### src/rtl/bin2bcd_seq.sv
// Sequential binary-to-BCD converter (shift-and-add-3 / double dabble).
// One correct-and-shift iteration per clock, start/busy/done handshake,
// result and overflow flag held until the next conversion completes.
module bin2bcd_seq #(
    parameter int unsigned WIDTH  = 8,
    parameter int unsigned DIGITS = 3
) (
    input  logic                  clk,
    input  logic                  rst,
    input  logic                  start,
    input  logic [WIDTH-1:0]      bin_in,
    output logic                  busy,
    output logic                  done,
    output logic [4*DIGITS-1:0]   bcd_out,
    output logic                  ovf
);

    localparam int unsigned CW = $clog2(WIDTH + 1);
    localparam int unsigned BW = 4 * DIGITS;

    typedef enum logic [1:0] {
        S_IDLE,
        S_CONV,
        S_DONE
    } state_t;

    state_t          state_q, state_d;
    logic [WIDTH-1:0] bin_q, bin_d;       // binary shift register
    logic [BW-1:0]    acc_q, acc_d;       // BCD accumulator
    logic             sticky_q, sticky_d; // bits lost off the top digit
    logic [CW-1:0]    cnt_q, cnt_d;       // iterations remaining
    logic [BW-1:0]    bcd_q, bcd_d;       // published result
    logic             ovf_q, ovf_d;       // published overflow

    logic [BW-1:0]    acc_corr;           // accumulator after add-3 correction
    logic [BW-1:0]    acc_shift;          // corrected accumulator shifted left
    logic [WIDTH-1:0] bin_shift;          // binary register shifted left
    logic             carry_out;          // bit leaving the top digit this iteration

    // Add 3 to a digit that would become >= 10 after doubling.
    function automatic logic [3:0] adj3(input logic [3:0] d);
        return (d >= 4'd5) ? d + 4'd3 : d;
    endfunction

    // Per-digit correction units followed by the combined left shift.
    always_comb begin
        acc_corr = '0;
        for (int i = 0; i < int'(DIGITS); i++) begin
            acc_corr[4*i +: 4] = adj3(acc_q[4*i +: 4]);
        end
        carry_out = acc_corr[BW-1];
        acc_shift = {acc_corr[BW-2:0], bin_q[WIDTH-1]};
        bin_shift = {bin_q[WIDTH-2:0], 1'b0};
    end

    // Next-state and datapath update for the IDLE/CONV/DONE sequence.
    always_comb begin
        // NOTE: every target gets a default first so no path leaves a latch.
        state_d  = state_q;
        bin_d    = bin_q;
        acc_d    = acc_q;
        sticky_d = sticky_q;
        cnt_d    = cnt_q;
        bcd_d    = bcd_q;
        ovf_d    = ovf_q;
        case (state_q)
            S_IDLE: begin
                if (start) begin
                    bin_d    = bin_in;
                    acc_d    = '0;
                    sticky_d = 1'b0;
                    cnt_d    = CW'(WIDTH);
                    state_d  = S_CONV;
                end
            end
            S_CONV: begin
                acc_d    = acc_shift;
                bin_d    = bin_shift;
                sticky_d = sticky_q | carry_out;
                cnt_d    = cnt_q - 1'b1;
                if (cnt_q == CW'(1)) begin
                    bcd_d   = acc_shift;
                    ovf_d   = sticky_q | carry_out;
                    state_d = S_DONE;
                end
            end
            S_DONE: begin
                state_d = S_IDLE;
            end
            default: begin
                state_d = S_IDLE;
            end
        endcase
    end

    // State and datapath registers; reset abandons any conversion in flight.
    always_ff @(posedge clk or posedge rst) begin
        // NOTE: non-blocking assignments so every register sees pre-edge values.
        if (rst) begin
            state_q  <= S_IDLE;
            bin_q    <= '0;
            acc_q    <= '0;
            sticky_q <= 1'b0;
            cnt_q    <= '0;
            bcd_q    <= '0;
            ovf_q    <= 1'b0;
        end else begin
            state_q  <= state_d;
            bin_q    <= bin_d;
            acc_q    <= acc_d;
            sticky_q <= sticky_d;
            cnt_q    <= cnt_d;
            bcd_q    <= bcd_d;
            ovf_q    <= ovf_d;
        end
    end

    assign busy    = (state_q == S_CONV);
    assign done    = (state_q == S_DONE);
    assign bcd_out = bcd_q;
    assign ovf     = ovf_q;

endmodule

### config.mk
export PLATFORM = sky130hd
export DESIGN_NAME = bin2bcd_seq
export DESIGN_NICKNAME = d
export VERILOG_FILES = /design/src/rtl/bin2bcd_seq.sv
export SDC_FILE = /design/constraint.sdc
export NUM_CORES = 1
export LEC_CHECK = 0
export CORE_MARGIN = 2
export CORE_UTILIZATION = 32
export CTS_BUF_LIST = sky130_fd_sc_hd__clkbuf_2 sky130_fd_sc_hd__clkbuf_4 sky130_fd_sc_hd__clkbuf_8
export CTS_CLUSTER_SIZE = 20
export DETAILED_ROUTE_END_ITERATION = 16
export GPL_ROUTABILITY_DRIVEN = 0
export PLACE_DENSITY = 0.53
export SYNTH_ARGS = -nofsm -noshare
export SYNTH_HDL_FRONTEND = slang
export SYNTH_SLANG_ARGS = --single-unit
### constraint.sdc
create_clock -name clk -period 1.8 [get_ports clk]
set_clock_uncertainty 0.1 [all_clocks]
set_input_delay 0.36 -clock clk [delete_from_list [all_inputs] [get_ports clk]]
set_output_delay 0.36 -clock clk [all_outputs]
set_load 0.01 [all_outputs]
### After elaboration in Yosys (flattened, before gate mapping)

Index checks and enable logic that the tools add are counted.
W data, S select, Z words.

* bits in registers: 40
* bits of input ports: 11
* word-level logic and storage cells: 39
* output and inout port bits: 15

* $add $sub $neg: 4
* reduce and logical (&&, ||, !) cells: 5
* multiplexer cells: 14
* equality and inequality tests: 5
* order comparisons: 3
* bitwise gates (word level): 1

Operator list (count)
* $pmux W12 S2: 1
* $mux W4: 4
* $pmux W8 S2: 1
* $add A4 B2 Y4 const B: 3
* $ge A4 B3 Y1 const B: 3
* $mux W12: 1
* $mux W8: 1
* $pmux W4 S2: 1
* $reduce_and A2 Y1: 3
* $eq A4 B1 Y1 const B: 1
* $mux W2: 2
* $pmux W2 S2: 1
* $sub A4 B1 Y4 const B: 1
* $eq A2 B1 Y1 const B: 1
* $eq A2 B2 Y1 const B: 1
* $logic_not A2 Y1: 1
* $ne A2 B1 Y1 const B: 1
* $ne A2 B2 Y1 const B: 1
* $pmux W1 S2: 1
* $reduce_bool A2 Y1: 1
* $mux W1: 1
* $or A1 B1 Y1: 1

### Logic depth before layout (Yosys ltp)

* depth after elaboration: 4
* mapped depth: 7
* mapped depth without buffers: 7

### Worst setup path before layout

OpenSTA, ideal clock, no wires.

* path type: reg2reg
* from: register cnt_q[1]
* to: register bcd_q[10] (netlist: bcd_out[10])
* arrival time: 1.320 ns
* data required time: 1.575 ns
* setup time: 0.125 ns
* buffers on the path: 0
* stages on the path, launching flop included: 7
* period minus slack after synthesis: 1.545 ns
* slack: 0.255 ns
* path through: dfrtp_1 inv_1 ha_1 nor3b_4 nand2_8 inv_6 mux2_4

* longest elaborated chain between the ends: 2

RTL lines
* from (decl): line 31 `logic [CW-1:0] cnt_q, cnt_d;`
* from (signal assigned): line 112 `cnt_q <= cnt_d;`
* $eq A4 B1 Y1: line 81 `if (cnt_q == CW'(1)) begin`
* $reduce_and A2 Y1 (no source line)
* to (signal assigned): line 105 `bcd_q <= '0;`
* to (signal assigned): line 113 `bcd_q <= bcd_d;`
* to (decl): line 32 `logic [BW-1:0] bcd_q, bcd_d;`

No other way between the ends.
A chain may end at the register's enable or synchronous reset.

### Worst setup path after layout

* from: register bcd_q[6] (netlist: bcd_out[6])
* to: output bcd_out[6]

RTL lines
* to (decl): line 14 `output logic [4*DIGITS-1:0] bcd_out,`

No word-level cell between the ends.

==> metrics.cfg <==
[placement]
placed_cells=300
numPortBuffers=25
dp_hpwl_mm=2.78

[sta]
timing.setup.tns_ns=0
rsz0062_at_grt=false
hold_viol=0
fmax_ghz=0.587
worst_pin_slew_ns=0.284
finalSetupViolations=0
fin_crit_sh_pct=94.6
fin_crit_ns=1.70
slew_viol_final=0
maxSlewHeadroom_pct=81.1

[cts]
cts_tree=yes
htreeDepth=2
clk_latency_ns=0.29
clk_pin_slew_ns=0.08
root_buffer=clkbuf_8
cts_sinks=40
clockBufferDepth=2
postCtsSetupBuffers=0
cts_buffers=5
ctsHoldBuffers=0

[grt]
grt-ovfl-total=0
grt_pass1_vias=1364
grt_pass1_wl_mm=6.64
antenna_found_initial=0
grt_usage_pct=12.0
grt_start_max_net_pins=41

[synth]
synth_nets=214
synth_warnings=0
synth-seq-cells=40
synth_area_sq_mm=0.00200
syn_inst=195
ys_seq_area_share_pct=49.9
yosys.cell_types.count=31
synth.top_cell.area_share_pct=49.9
syn_area_per_cell_sq_um=10.3
yosysTopAreaCell=dfrtp_1
synthTopCellsByArea=dfrtp_1 50%, o21ai_0 6.7%, nand2_1 6.0%

[drt]
wl_per_cell_um=13.1
drt_drc_violations_left=0
dr.first_iter.drc_count=68
routed_wirelength_mm=4.03
wl_met3_um=136
top_layer=met4
vias=1475
wl_met2_mm=1.70
drt-vias-per-instance=4.79
drt-pass1-iter-count=4
drtAntennaViolNets=0
met1_length_mm=2.13

[floorplan]
die_y_um=83.1
die_w_um=83.1
rows=28
die_area_sq_mm=0.00691
start_util_pct=33.5
core_area_sq_mm=0.00599
boundaryPins=26

[finish]
fill_cells=575
final_common_cell=dfrtp_1
final_cell_mix=40 x dfrtp_1, 32 x nand2_1, 27 x o21ai_0
final_layout_size_suffix_gt1_share_pct=14.2
diodes=0
area_growth_pct=25.5
final_core_util_pct=42.0
fin_cells=308
nets=251

[power_and_ir_drop]
finalPower_mw=4.43
p_leak_nw=1.16
p_per_area_mw_per_mm2=1760
peakVddDrop_mv=0.924

[worst_setup_path]
r2r_setup_slack_ns=0.14
cp_num_buf_inv=1
crit-reg2reg-capture=bcd_out[2]$_DFFE_PP0P_
ff2ff_path_depth=6
crit_slowest_cell=clkdlybuf4s50_1
worstPathCellList=clkdlybuf4s50_1
cpPeakStageDelay_ns=0.56
cp-end-kind=output port
r2r-start=acc_q[0]$_DFFE_PP0P_
crit_arrival_ns=1.24
path_class=reg2out
critPathRequiredTime_ns=1.34
critPathMaxFanout=2
cp-start-kind=flop
crit_family=buffers and inverters

[flow_run]
drv_cap=0

[worst_hold_path]
hp-class=in2async

[status]
status=completed

==> tightest hold or removal path, delay by kind of cell <==
kind / cells / cell delay, ns
buf+inv: 3 / 0.72
==> what timing repair did <==
action,CTS,global route
endpoints found under the setup margin,2,0
endpoints found under the hold margin,0,0
gates resized for setup,2,0
==> worst max-delay path by stage <==
stage                           startpoint                 endpoint  slack, ns  cells after the start
floorplan             cnt_q[1]$_DFFE_PP0P_  bcd_out[10]$_DFFE_PP0P_       0.25                      6
CTS                 bcd_out[6]$_DFFE_PP0P_               bcd_out[6]       0.09                      1
detailed placement    acc_q[0]$_DFFE_PP0P_   bcd_out[2]$_DFFE_PP0P_       0.13                      6
global placement                     start     acc_q[6]$_DFFE_PP0P_       0.16                      4
finish              bcd_out[6]$_DFFE_PP0P_               bcd_out[6]        0.1                      1
global route          acc_q[4]$_DFFE_PP0P_   bcd_out[6]$_DFFE_PP0P_       0.01                      6
==> sequential cells by signal (all words and copies together) (netlist names) <==
name,cells
bin_q,8
acc_q,12
sticky_q,1
ovf,1
bcd_out,12
state_q,2
cnt_q,4
==> cells by family after synthesis <==
| kind of cell | Yosys count | synth area share (%) |
|---|---|---|
| muxes | 8 | 4.99 |
| and+or+nand+nor | 62 | 17.7 |
| DFF | 40 | 49.9 |
| AOI/OAI and AO/OA | 56 | 16.4 |
| xor gates and xnor gates | 3 | 1.31 |
| adders and majority gates | 8 | 4.99 |
| buffers and inverters | 18 | 4.68 |
==> synth_stat cells, drive strengths merged <==
cell / number
dfrtp: 40
nand2: 33
o21ai: 29
a21oi: 18
inv: 11
ha: 8
and3b: 7
nor3b: 7
a22o: 6
buf: 6
nand2b: 6
nor2: 5
mux2: 4
mux2i: 4
xnor2: 3
nor2b: 2
a2bb2oi: 1
a32o: 1
clkbuf: 1
nand3b: 1
nor3: 1
o21bai: 1
==> cell type report <==
class	instances	area (sq um)	area share [%]
Tap cell	75	93.8	3.73
Timing Repair Buffer	37	350	13.9
Sequential cell	40	1000	39.8
Clock inverter	2	35.0	1.39
Clock buffer	6	76.3	3.03
Multi-Input combinational cell	137	910	36.2
Inverter	11	48.8	1.94
==> metal layers <==
layer	vias to the layer above	GRT usage [%]
li1	750	-
met1	695	17.6
met2	24	17.2
met3	6	2.68
met4	0	4.47
met5	-	0
==> where the power goes <==
part	internal, mW	total, mW	switching [mW]
registers	1.29	1.62	0.329
logic	1.05	2.08	1.03
clock network	0.427	0.741	0.314
==> through the flow <==
stage | area [sq um] | hold WS, ns | worst slack [ns]
floorplan | 2000 | 0.350 | 0.255
global placement | 2410 | 0.360 | 0.161
detailed placement | 2410 | 0.365 | 0.131
CTS | 2510 | 0.322 | 0.0906
global route | 2510 | 0.366 | 0.0105
finish | 2510 | 0.320 | 0.0966
Power figures use the tool's default switching activity.
